`src/rtl/usb_reg_seq_master_if.sv`:
```
// Command/response handshake plus the CW305 parallel register bus driven by usb_reg_seq_master.
// The master modport is the sequencer's view; the slave modport is the command source / bus target.
interface usb_reg_seq_master_if #(
   parameter int pADDR_WIDTH = 21,
   parameter int pMAX_BYTES  = 32
);
   localparam int NB_W = $clog2(pMAX_BYTES + 1);

   logic                    cmd_valid;
   logic                    cmd_ready;
   logic [1:0]              cmd_op;
   logic [1:0]              cmd_block;
   logic [5:0]              cmd_addr;
   logic [NB_W-1:0]         cmd_nbytes;
   logic [pMAX_BYTES*8-1:0] cmd_wdata;

   logic                    rsp_valid;
   logic [pMAX_BYTES*8-1:0] rsp_rdata;
   logic [1:0]              rsp_err;

   logic [pADDR_WIDTH-1:0]  usb_addr;
   logic [7:0]              usb_wdata;
   logic                    usb_data_oe;
   logic [7:0]              usb_rdata;
   logic                    usb_rdn;
   logic                    usb_wrn;
   logic                    usb_cen;

   modport master (
      input  cmd_valid, cmd_op, cmd_block, cmd_addr, cmd_nbytes, cmd_wdata, usb_rdata,
      output cmd_ready, rsp_valid, rsp_rdata, rsp_err,
             usb_addr, usb_wdata, usb_data_oe, usb_rdn, usb_wrn, usb_cen
   );

   modport slave (
      output cmd_valid, cmd_op, cmd_block, cmd_addr, cmd_nbytes, cmd_wdata, usb_rdata,
      input  cmd_ready, rsp_valid, rsp_rdata, rsp_err,
             usb_addr, usb_wdata, usb_data_oe, usb_rdn, usb_wrn, usb_cen
   );
endinterface

```
`src/rtl/usb_reg_seq_master.sv`:
```
// Register-command sequencer for the CW305 USB parallel bus: multi-byte WRITE, multi-byte READ
// and RUN (write GO, then poll busy with a gap until clear or until the poll limit expires).
module usb_reg_seq_master #(
   parameter int         pADDR_WIDTH   = 21,
   parameter int         pBYTECNT_SIZE = 7,
   parameter int         pMAX_BYTES    = 32,
   parameter logic [5:0] pGO_ADDR      = 6'd5,
   parameter int         pPOLL_GAP     = 5,
   parameter int         pPOLL_LIMIT   = 1024
) (
   input  logic                 usb_clk,
   input  logic                 pushbutton,
   usb_reg_seq_master_if.master bus
);
   localparam int NB_W   = $clog2(pMAX_BYTES + 1);
   localparam int IDX_W  = (pMAX_BYTES > 1) ? $clog2(pMAX_BYTES) : 1;
   localparam int GAP_W  = $clog2(pPOLL_GAP + 1);
   localparam int POLL_W = $clog2(pPOLL_LIMIT + 1);
   localparam int DW     = pMAX_BYTES * 8;

   localparam logic [1:0] OP_WRITE = 2'd0;
   localparam logic [1:0] OP_READ  = 2'd1;
   localparam logic [1:0] OP_RUN   = 2'd2;
   localparam logic [1:0] OP_RSVD  = 2'd3;

   typedef enum logic [3:0] {
      IDLE, W0, W1, W2, W3, W4, R0, R1, R2, R3, R4, R5, GAP, RESP
   } state_t;

   state_t            state;
   logic [1:0]        op_q;
   logic [1:0]        block_q;
   logic [5:0]        addr_q;
   logic [NB_W-1:0]   nbytes_q;
   logic [DW-1:0]     wdata_q;
   logic [IDX_W-1:0]  byte_idx;
   logic [GAP_W-1:0]  gap_cnt;
   logic [POLL_W-1:0] poll_cnt;
   logic              busy_q;

   logic [IDX_W-1:0]  next_idx;
   logic              last_byte;
   logic              cmd_illegal;
   logic              cmd_is_run;

   assign next_idx    = byte_idx + IDX_W'(1);
   assign last_byte   = (NB_W'(byte_idx) + NB_W'(1)) == nbytes_q;
   assign cmd_is_run  = bus.cmd_op == OP_RUN;
   assign cmd_illegal = (bus.cmd_op == OP_RSVD) || (bus.cmd_nbytes == '0) ||
                        (bus.cmd_nbytes > NB_W'(pMAX_BYTES));

   function automatic logic [pADDR_WIDTH-1:0] bus_addr(input logic [1:0] blk,
                                                       input logic [5:0] reg_addr,
                                                       input logic [IDX_W-1:0] idx);
      bus_addr = '0;
      bus_addr[pBYTECNT_SIZE +: 8]  = {blk, reg_addr};
      bus_addr[pBYTECNT_SIZE-1:0]   = pBYTECNT_SIZE'(idx);
   endfunction

   // Every output is set on entry to the state whose behaviour it belongs to.
   always_ff @(posedge usb_clk or negedge pushbutton) begin
      if (!pushbutton) begin
         state           <= IDLE;
         op_q            <= OP_WRITE;
         block_q         <= '0;
         addr_q          <= '0;
         nbytes_q        <= '0;
         wdata_q         <= '0;
         byte_idx        <= '0;
         gap_cnt         <= '0;
         poll_cnt        <= '0;
         busy_q          <= 1'b0;
         bus.cmd_ready   <= 1'b1;
         bus.rsp_valid   <= 1'b0;
         bus.rsp_rdata   <= '0;
         bus.rsp_err     <= 2'd0;
         bus.usb_addr    <= '0;
         bus.usb_wdata   <= '0;
         bus.usb_data_oe <= 1'b0;
         bus.usb_rdn     <= 1'b1;
         bus.usb_wrn     <= 1'b1;
         bus.usb_cen     <= 1'b1;
      end else begin
         bus.rsp_valid <= 1'b0;
         case (state)
            IDLE: begin
               if (bus.cmd_valid && bus.cmd_ready) begin
                  bus.cmd_ready <= 1'b0;
                  op_q          <= bus.cmd_op;
                  block_q       <= bus.cmd_block;
                  byte_idx      <= '0;
                  poll_cnt      <= '0;
                  if (cmd_illegal) begin
                     bus.rsp_err   <= 2'd2;
                     bus.rsp_valid <= 1'b1;
                     state         <= RESP;
                  end else if (bus.cmd_op == OP_READ) begin
                     addr_q        <= bus.cmd_addr;
                     nbytes_q      <= bus.cmd_nbytes;
                     bus.rsp_rdata <= '0;
                     bus.usb_addr  <= bus_addr(bus.cmd_block, bus.cmd_addr, '0);
                     state         <= R0;
                  end else begin
                     // RUN reuses the write path as a one-byte write of 0x01 to the GO register.
                     addr_q          <= cmd_is_run ? pGO_ADDR : bus.cmd_addr;
                     nbytes_q        <= cmd_is_run ? NB_W'(1) : bus.cmd_nbytes;
                     wdata_q         <= cmd_is_run ? DW'(1) : bus.cmd_wdata;
                     if (cmd_is_run)
                        bus.rsp_rdata <= '0;
                     bus.usb_addr    <= bus_addr(bus.cmd_block,
                                                 cmd_is_run ? pGO_ADDR : bus.cmd_addr, '0);
                     bus.usb_wdata   <= cmd_is_run ? 8'h01 : bus.cmd_wdata[7:0];
                     bus.usb_wrn     <= 1'b0;
                     bus.usb_data_oe <= 1'b1;
                     state           <= W0;
                  end
               end
            end
            W0: begin
               bus.usb_cen <= 1'b0;
               state       <= W1;
            end
            W1: begin
               bus.usb_cen <= 1'b1;
               state       <= W2;
            end
            W2: begin
               bus.usb_wrn <= 1'b1;
               state       <= W3;
            end
            W3: begin
               if (last_byte)
                  bus.usb_data_oe <= 1'b0;
               state <= W4;
            end
            W4: begin
               if (!last_byte) begin
                  byte_idx        <= next_idx;
                  bus.usb_addr    <= bus_addr(block_q, addr_q, next_idx);
                  bus.usb_wdata   <= wdata_q[{next_idx, 3'b000} +: 8];
                  bus.usb_wrn     <= 1'b0;
                  bus.usb_data_oe <= 1'b1;
                  state           <= W0;
               end else if (op_q == OP_RUN) begin
                  gap_cnt <= '0;
                  state   <= GAP;
               end else begin
                  bus.rsp_err   <= 2'd0;
                  bus.rsp_valid <= 1'b1;
                  state         <= RESP;
               end
            end
            R0: begin
               bus.usb_rdn <= 1'b0;
               bus.usb_cen <= 1'b0;
               state       <= R1;
            end
            R1: state <= R2;
            R2: state <= R3;
            R3: begin
               bus.rsp_rdata[{byte_idx, 3'b000} +: 8] <= bus.usb_rdata;
               busy_q      <= bus.usb_rdata[0];
               bus.usb_rdn <= 1'b1;
               bus.usb_cen <= 1'b1;
               state       <= R4;
            end
            R4: state <= R5;
            R5: begin
               if (!last_byte) begin
                  byte_idx     <= next_idx;
                  bus.usb_addr <= bus_addr(block_q, addr_q, next_idx);
                  state        <= R0;
               end else if (op_q != OP_RUN || !busy_q) begin
                  bus.rsp_err   <= 2'd0;
                  bus.rsp_valid <= 1'b1;
                  state         <= RESP;
               end else if (poll_cnt == POLL_W'(pPOLL_LIMIT - 1)) begin
                  bus.rsp_err   <= 2'd1;
                  bus.rsp_valid <= 1'b1;
                  state         <= RESP;
               end else begin
                  poll_cnt <= poll_cnt + POLL_W'(1);
                  gap_cnt  <= '0;
                  state    <= GAP;
               end
            end
            GAP: begin
               if (gap_cnt == GAP_W'(pPOLL_GAP - 1)) begin
                  bus.usb_addr <= bus_addr(block_q, addr_q, '0);
                  state        <= R0;
               end else begin
                  gap_cnt <= gap_cnt + GAP_W'(1);
               end
            end
            RESP: begin
               bus.cmd_ready <= 1'b1;
               state         <= IDLE;
            end
            default: state <= IDLE;
         endcase
      end
   end
endmodule

```
`src/flat_wrapper.sv`:
```
// flat-port wrapper written by rule: the top's interface ports become plain ports
module usb_reg_seq_master_flat 
#(
   parameter int         pADDR_WIDTH   = 21,
   parameter int         pBYTECNT_SIZE = 7,
   parameter int         pMAX_BYTES    = 32,
   parameter logic [5:0] pGO_ADDR      = 6'd5,
   parameter int         pPOLL_GAP     = 5,
   parameter int         pPOLL_LIMIT   = 1024
)
  (usb_clk, pushbutton, bus_cmd_valid, bus_cmd_op, bus_cmd_block, bus_cmd_addr, bus_cmd_nbytes, bus_cmd_wdata, bus_usb_rdata, bus_cmd_ready, bus_rsp_valid, bus_rsp_rdata, bus_rsp_err, bus_usb_addr, bus_usb_wdata, bus_usb_data_oe, bus_usb_rdn, bus_usb_wrn, bus_usb_cen);
  usb_reg_seq_master_if #(.pADDR_WIDTH(pADDR_WIDTH), .pMAX_BYTES(pMAX_BYTES)) bus_i ();
  input  logic usb_clk;
  input  logic pushbutton;
  input wire logic [$bits(bus_i.cmd_valid)-1:0] bus_cmd_valid;
  input wire logic [$bits(bus_i.cmd_op)-1:0] bus_cmd_op;
  input wire logic [$bits(bus_i.cmd_block)-1:0] bus_cmd_block;
  input wire logic [$bits(bus_i.cmd_addr)-1:0] bus_cmd_addr;
  input wire logic [$bits(bus_i.cmd_nbytes)-1:0] bus_cmd_nbytes;
  input wire logic [$bits(bus_i.cmd_wdata)-1:0] bus_cmd_wdata;
  input wire logic [$bits(bus_i.usb_rdata)-1:0] bus_usb_rdata;
  output wire logic [$bits(bus_i.cmd_ready)-1:0] bus_cmd_ready;
  output wire logic [$bits(bus_i.rsp_valid)-1:0] bus_rsp_valid;
  output wire logic [$bits(bus_i.rsp_rdata)-1:0] bus_rsp_rdata;
  output wire logic [$bits(bus_i.rsp_err)-1:0] bus_rsp_err;
  output wire logic [$bits(bus_i.usb_addr)-1:0] bus_usb_addr;
  output wire logic [$bits(bus_i.usb_wdata)-1:0] bus_usb_wdata;
  output wire logic [$bits(bus_i.usb_data_oe)-1:0] bus_usb_data_oe;
  output wire logic [$bits(bus_i.usb_rdn)-1:0] bus_usb_rdn;
  output wire logic [$bits(bus_i.usb_wrn)-1:0] bus_usb_wrn;
  output wire logic [$bits(bus_i.usb_cen)-1:0] bus_usb_cen;
  assign bus_i.cmd_valid = bus_cmd_valid;
  assign bus_i.cmd_op = bus_cmd_op;
  assign bus_i.cmd_block = bus_cmd_block;
  assign bus_i.cmd_addr = bus_cmd_addr;
  assign bus_i.cmd_nbytes = bus_cmd_nbytes;
  assign bus_i.cmd_wdata = bus_cmd_wdata;
  assign bus_i.usb_rdata = bus_usb_rdata;
  assign bus_cmd_ready = bus_i.cmd_ready;
  assign bus_rsp_valid = bus_i.rsp_valid;
  assign bus_rsp_rdata = bus_i.rsp_rdata;
  assign bus_rsp_err = bus_i.rsp_err;
  assign bus_usb_addr = bus_i.usb_addr;
  assign bus_usb_wdata = bus_i.usb_wdata;
  assign bus_usb_data_oe = bus_i.usb_data_oe;
  assign bus_usb_rdn = bus_i.usb_rdn;
  assign bus_usb_wrn = bus_i.usb_wrn;
  assign bus_usb_cen = bus_i.usb_cen;
  usb_reg_seq_master #(.pADDR_WIDTH(pADDR_WIDTH), .pBYTECNT_SIZE(pBYTECNT_SIZE), .pMAX_BYTES(pMAX_BYTES), .pGO_ADDR(pGO_ADDR), .pPOLL_GAP(pPOLL_GAP), .pPOLL_LIMIT(pPOLL_LIMIT)) u_core (.usb_clk(usb_clk), .pushbutton(pushbutton), .bus(bus_i));
endmodule
```
`config.mk`:
```
export PLATFORM = sky130hd
export DESIGN_NAME = usb_reg_seq_master_flat
export DESIGN_NICKNAME = d
export VERILOG_FILES = /design/src/rtl/usb_reg_seq_master_if.sv /design/src/rtl/usb_reg_seq_master.sv /design/src/flat_wrapper.sv
export SDC_FILE = /design/constraint.sdc
export NUM_CORES = 1
export LEC_CHECK = 0
export BUFFER_PORTS_ARGS = -buffer_cell sky130_fd_sc_hd__buf_2
export CAP_MARGIN = 20
export CORE_MARGIN = 5
export CORE_UTILIZATION = 49
export DETAILED_ROUTE_END_ITERATION = 12
export GPL_ROUTABILITY_DRIVEN = 0
export PLACE_DENSITY = 0.76
export SLEW_MARGIN = 40
export SYNTH_ARGS = -nofsm -noshare
export SYNTH_HDL_FRONTEND = slang
export SYNTH_SLANG_ARGS = --single-unit
```
`constraint.sdc`:
```
create_clock -name usb_clk -period 3.9 [get_ports usb_clk]
set_clock_uncertainty 0.2 [all_clocks]
set_input_delay 0.195 -clock usb_clk [delete_from_list [all_inputs] [get_ports usb_clk]]
set_output_delay 0.195 -clock usb_clk [all_outputs]
set_load 0.005 [all_outputs]
```
## Word-level counts from Yosys, hierarchy flattened

Cells that the tools add are included.

| word-level totals | value |
|---|---|
| register bits | 589 |
| bits in read-only memories | 0 |
| bits in latches | 0 |
| memories | 0 |
| output and inout bits | 293 |
| memory bits (writable) | 0 |

| cells by class | value |
|---|---|
| muxes and demuxes | 79 |
| bitwise gates (word level) | 2 |
| multiply operators | 0 |
| $add $sub $neg | 5 |
| equal/unequal tests | 38 |
| div/mod/pow operators | 0 |
| shift operators | 3 |
| magnitude comparators | 1 |
| reductions and logical operators | 36 |

Operator list:

| cell | count |
|---|---|
| $mux 256 | 5 |
| $pmux 256 s2 | 1 |
| $bwmux 256 | 1 |
| $shift 8x10->256 const A | 1 |
| $shiftx 256x9->8 | 1 |
| $shiftx 8x10->256 | 1 |
| $mux 21 | 4 |
| $pmux 21 s3 | 1 |
| $pmux 4 s13 | 1 |
| $mux 11 | 4 |
| $mux 8 | 5 |
| $eq 4x4->1 const B | 6 |
| $mux 4 | 6 |
| $mux 6 | 4 |
| $pmux 11 s2 | 1 |
| $mux 3 | 7 |
| $reduce_and 5->1 | 4 |
| $mux 1 | 19 |
| $ne 2x2->1 const B | 9 |
| $eq 4x3->1 const B | 4 |
| $pmux 8 s2 | 1 |
| $reduce_bool 3->1 | 5 |
| $mux 2 | 7 |
| $ne 2x1->1 const B | 7 |
| 34 further kinds | 59 |

## Depth between registers and ports, before layout

| logic depth | value |
|---|---|
| depth after elaboration | 6 |
| gate-level depth with buffers | 13 |
| mapped depth without buffers | 8 |

## Least setup slack after synthesis

No wires, ideal clock.

| timing | value |
|---|---|
| kind | flip-flop to flip-flop |
| from | reg u_core.byte_idx[0] |
| to | reg u_core.bus.usb_wdata[4] in the netlist's numbering |
| path buffers | 4 |
| stages on the path, launching flop included | 12 |
| slack | 188 ps |
| arrival | 3372 ps |
| period minus slack after synthesis | 3712 ps |
| data required time | 3560 ps |
| cell sequence | dfrtp_1 buf_2 clkbuf_1 inv_1 ha_1 clkbuf_1 buf_1 mux4_2 o2bb2ai_1 or4_1 o311ai_0 a31oi_1 |

| on the way | value |
|---|---|
| word-level cells in the longest chain between the ends | 4 |
| elaborated cells between the ends (all ways) | 8 |
| classes of those cells | add/sub (2); eq/ne (2); shift (1); mux (2); reduce/logical (1) |

RTL lines:

| item | line | RTL |
|---|---|---|
| start: declaration | usb_reg_seq_master.sv:36 | `logic [IDX_W-1:0] byte_idx;` |
| start signal: assignment | usb_reg_seq_master.sv:138 | `byte_idx <= next_idx;` |
| start signal: assignment | usb_reg_seq_master.sv:170 | `byte_idx <= next_idx;` |
| $add 5x1->5 / $add 5x1->6 (equally long branches) | usb_reg_seq_master.sv:46, usb_reg_seq_master.sv:47 |  |
| $shiftx 256x9->8 / $eq 6x6->1 (equally long branches) | usb_reg_seq_master.sv:140, usb_reg_seq_master.sv:47 |  |
| $mux 8 / $ne 2x2->1 (equally long branches) | n/a |  |
| $pmux 8 s2 / $reduce_and 5->1 (equally long branches) | n/a |  |
| end signal: assignment | usb_reg_seq_master.sv:112 | `bus.usb_wdata <= cmd_is_run ? 8'h01 : bus.cmd_wdata[7:0];` |
| end signal: assignment | usb_reg_seq_master.sv:140 | `bus.usb_wdata <= wdata_q[{next_idx, 3'b000} +: 8];` |
| end: declaration | usb_reg_seq_master_if.sv:32 | `usb_addr, usb_wdata, usb_data_oe, usb_rdn, usb_wrn, usb_cen` |

Parallel ways exist; a longest one is shown, timed or not. The select of a mux whose other input is x is not followed.
A chain may end at the register's enable or synchronous reset.

## Worst setup path in the final report

| timing | value |
|---|---|
| from | reg u_core.state[0] |
| to | reg u_core.bus.rsp_rdata[128] |

| on the way | value |
|---|---|
| word-level cells in the longest chain between the ends | 3 |
| elaborated cells between the ends (all ways) | 8 |
| classes of those cells | eq/ne (4); mux (1); reduce/logical (3) |

RTL lines:

| item | line | RTL |
|---|---|---|
| start: declaration | usb_reg_seq_master.sv:30 | `state_t state;` |
| start signal: assignment | usb_reg_seq_master.sv:63 | `state <= IDLE;` |
| start signal: assignment | usb_reg_seq_master.sv:96 | `state <= RESP;` |
| start signal: assignment | usb_reg_seq_master.sv:102 | `state <= R0;` |
| $logic_not 4->1 / $eq 4x4->1 (equally long branches) | usb_reg_seq_master.sv:85 | `case (state)` |
| $ne 3x1->1 (no line), or another cell as far along | n/a |  |
| $reduce_and 4->1 (no line) | n/a |  |
| end signal: indexed assignment | usb_reg_seq_master.sv:161 | `bus.rsp_rdata[{byte_idx, 3'b000} +: 8] <= bus.usb_rdata;` |
| end: declaration | usb_reg_seq_master_if.sv:31 | `output cmd_ready, rsp_valid, rsp_rdata, rsp_err,` |

Parallel ways exist; a longest one is shown, timed or not.

==> impl_metrics.tcl <==
set metrics [dict create \
    initialDrtViolationCount 2742 \
    clk_pin_slew_ps 60 \
    clock.fmax_mhz 285.3 \
    final_net_count 3669 \
    avgSynthCellArea_sq_um 9.957 \
    p_sw_mw 2.785 \
    io_pins 576 \
    clk_path_buf_depth 3 \
    min_period_ps 3506 \
    synth_ff_type "dfrtp_1" \
    cp.required_ps 4180 \
    vias_per_cell 6.124 \
    synth_edf_count 0 \
    grt_max_degree 230 \
    syn_area_sq_mm 0.02575 \
    routedWlPerCell_um 24.24 \
    slew_headroom 0.4541 \
    drcViolationCount 0 \
    crit_path_start_kind "flop" \
    swShare 0.2217 \
    slew_violations 0 \
    finalWirelength_mm 99.78 \
    synthArstFlopShare 1.000 \
    drtPass1Iterations 7 \
    setup_ws_ps 394.4 \
    die_w_um 239.2 \
    ant_nets 0 \
    cts_buffers 56 \
    clkPwrFrac 0.464 \
    netlist_instances 2586 \
    combPwrFrac 0.056 \
    vias 25210 \
    grt_overflow 0 \
    final_cell_mix "nand2_1 (745), dfrtp_1 (577), buf_2 (567)" \
    area_growth_pct 33.26 \
    p_per_area_mw_per_mm2 366.0 \
    cts_tree "yes" \
    worst_setup_path_end_kind "flop" \
    hold_class "in2async" \
    clkLatencyLatePin_ps 620 \
    die_y_um 239.2 \
    setup_violations 0 \
    yosys_warnings 0 \
    yosysSeqAreaShare 0.5648 \
    final.period_utilization 0.8989 \
    drive_above_1_share 0.2310 \
    max_cap_viol_count 0 \
    dpl.hpwl_mm 66.68 \
    htreeDepth 2 \
    setup_tns_ps 0 \
    grt_usage 0.3368 \
    total_power_mw 12.56 \
    layout_commonest_cell "nand2_1" \
    io_buffer_count 567 \
    critical_path_class "reg2reg" \
    cts_resized 0 \
    ys_types 76 \
    coreArea_sq_mm 0.05234 \
    hold_viol 0 \
    dieArea_sq_mm 0.05724 \
    postCtsSetupRepairBufs 0 \
    cts.sinks 581 \
    critical_path.max_fanout 24 \
    start_util 0.4920 \
    antenna_found_initial 6 \
    p_seq_frac 0.480 \
    grt_pass1_wl_mm 150.0 \
    grt_pass1_vias 25230 \
    ir_drop_mv 0.3339 \
    clock-root-buffer "clkbuf_16" \
    ys_ff_latch 581 \
    tightest_slew_ps 817.1 \
    dp_slack_ps 532.1 \
    arrival_ps 3780 \
    p_int_mw 9.775 \
    rsz0062_at_grt "no" \
    num_rows 84 \
    outcome "complete, no violations" \
    p_leak_nw 17.41 \
]
==> synthesized netlist by cell type, types with 10 or more instances <==
master	n	share of area
a211oi_1	11	0.0032
nor3_1	15	0.0029
nand3_1	278	0.054
a21oi_1	81	0.016
buf_2	29	0.0056
buf_4	10	0.0029
a21o_1	19	0.0055
nand2_1	745	0.11
nor2_1	58	0.0085
o21ai_0	57	0.011
a31oi_1	12	0.0029
or4_1	25	0.0073
mux2i_1	25	0.0097
dfrtp_1	577	0.56
clkbuf_1	136	0.020
mux4_2	24	0.021
nand2b_1	19	0.0046
nor2b_1	15	0.0036
o2bb2ai_1	95	0.032
a22o_1	179	0.061
inv_1	13	0.0019
==> area by class of cell <==
cell class                      count  area [sq um]
Antenna cell                        4         10.01
Tap cell                          688         860.8
Sequential cell                   581         14540
Fill cell                        3798         18030
Multi-Input combinational cell   1813         10500
Inverter                           13         48.80
Clock buffer                       84          1739
Clock inverter                     20         251.5
Timing Repair Buffer              913          6356
==> stage by stage <==
| step | instances | utilization | hold slack, ps | area, sq um |
|---|---|---|---|---|
| after floorplan | 2593 | - | -300.6 | 25780 |
| after global placement | 3715 | 0.5598 | 154.8 | 29300 |
| after detailed placement | 3716 | 0.5607 | -69.27 | 29350 |
| after CTS | 4110 | 0.6544 | 6.736 | 34250 |
| after global routing | 4116 | 0.6556 | 25.47 | 34310 |
| final | 4116 | 0.6556 | 42.12 | 34310 |
==> path summary, 6_finish.rpt <==
path                                                  from                               endpoint  slack [ps]  cells past startpoint
min in group usb_clk                      bus_usb_rdata[3]   u_core.bus.rsp_rdata[67]$_DFFE_PN0P_          60                      2
max in group asynchronous                       pushbutton   u_core.bus.rsp_rdata[94]$_DFFE_PN0P_        2640                      4
max reg2reg                    u_core.state[0]$_DFFE_PN0P_  u_core.bus.rsp_rdata[128]$_DFFE_PN0P_         390                      8
max                            u_core.state[0]$_DFFE_PN0P_  u_core.bus.rsp_rdata[128]$_DFFE_PN0P_         390                      8
min reg2reg                u_core.wdata_q[220]$_DFFE_PN0P_        u_core.wdata_q[220]$_DFFE_PN0P_         270                      2
min                                             pushbutton         u_core.bus.usb_cen$_DFFE_PN1P_          40                      2
==> cells by family (layout without fill, tap and decap cells) <==
family | after synthesis | in the layout | share of synthesized area
flip-flops | 581 | 581 | 0.5648
other | 1 | 12 | 0.0001456
buffers and inverters | 199 | 1030 | 0.03251
multiplexers | 62 | 62 | 0.03698
AND/OR/NAND/NOR | 1208 | 1208 | 0.2045
XOR/XNOR | 11 | 11 | 0.004616
AO/OA/AOI/OAI | 516 | 516 | 0.1526
adder cells (fa/ha/maj) | 8 | 8 | 0.003887
==> state kept, by name (all words and copies together), names as in the netlist, 2 cells and up <==
| name | cells |
|---|---|
| u_core.state | 4 |
| u_core.wdata_q | 256 |
| u_core.op_q | 2 |
| u_core.byte_idx | 5 |
| u_core.poll_cnt | 11 |
| u_core.bus.usb_addr | 13 |
| u_core.nbytes_q | 6 |
| u_core.bus.rsp_rdata | 256 |
| u_core.bus.usb_wdata | 8 |
| u_core.bus.rsp_err | 2 |
| u_core.block_q | 2 |
| u_core.gap_cnt | 3 |
| u_core.addr_q | 6 |
==> power groups by stage <==
stage	Clock [mW]	Sequential, mW	Combinational (mW)
detailed placement	0	6.14	0.439
finish	5.83	6.03	0.700
global placement	0	6.14	0.425
floorplan	0	6.15	0.0956
CTS	5.87	6.03	0.665
global route	6.11	6.03	0.747
==> layer usage <==
| metal | vias to the layer above | track usage | wire length, um | share of wire |
|---|---|---|---|---|
| met1 | 12310 | 0.4154 | 36090 | 0.36 |
| met3 | 404 | 0.06552 | 8901 | 0.089 |
| met4 | 2 | 0.1897 | 6641 | 0.067 |
| met5 | - | 0 | 12 | 0.00012 |
| met2 | 1775 | 0.5593 | 48140 | 0.48 |
| li1 | 10710 | - | - | - |
==> critical path, stage by stage, from the launching register on <==
cell       delay [ps]
dfrtp_1           580
nor4_1            430
buf_4             200
nand3_1           110
a2111oi_2         430
buf_4             210
or2_2             430
nand2_1           420
a22o_1            360
==> timing repair <==
| action | in CTS | in global routing |
|---|---|---|
| hold endpoints to repair | 665 | 0 |
| hold buffers | 290 | 0 |
| setup endpoints to repair | 0 | 0 |
Note: power is estimated with default switching activity, not from simulation.
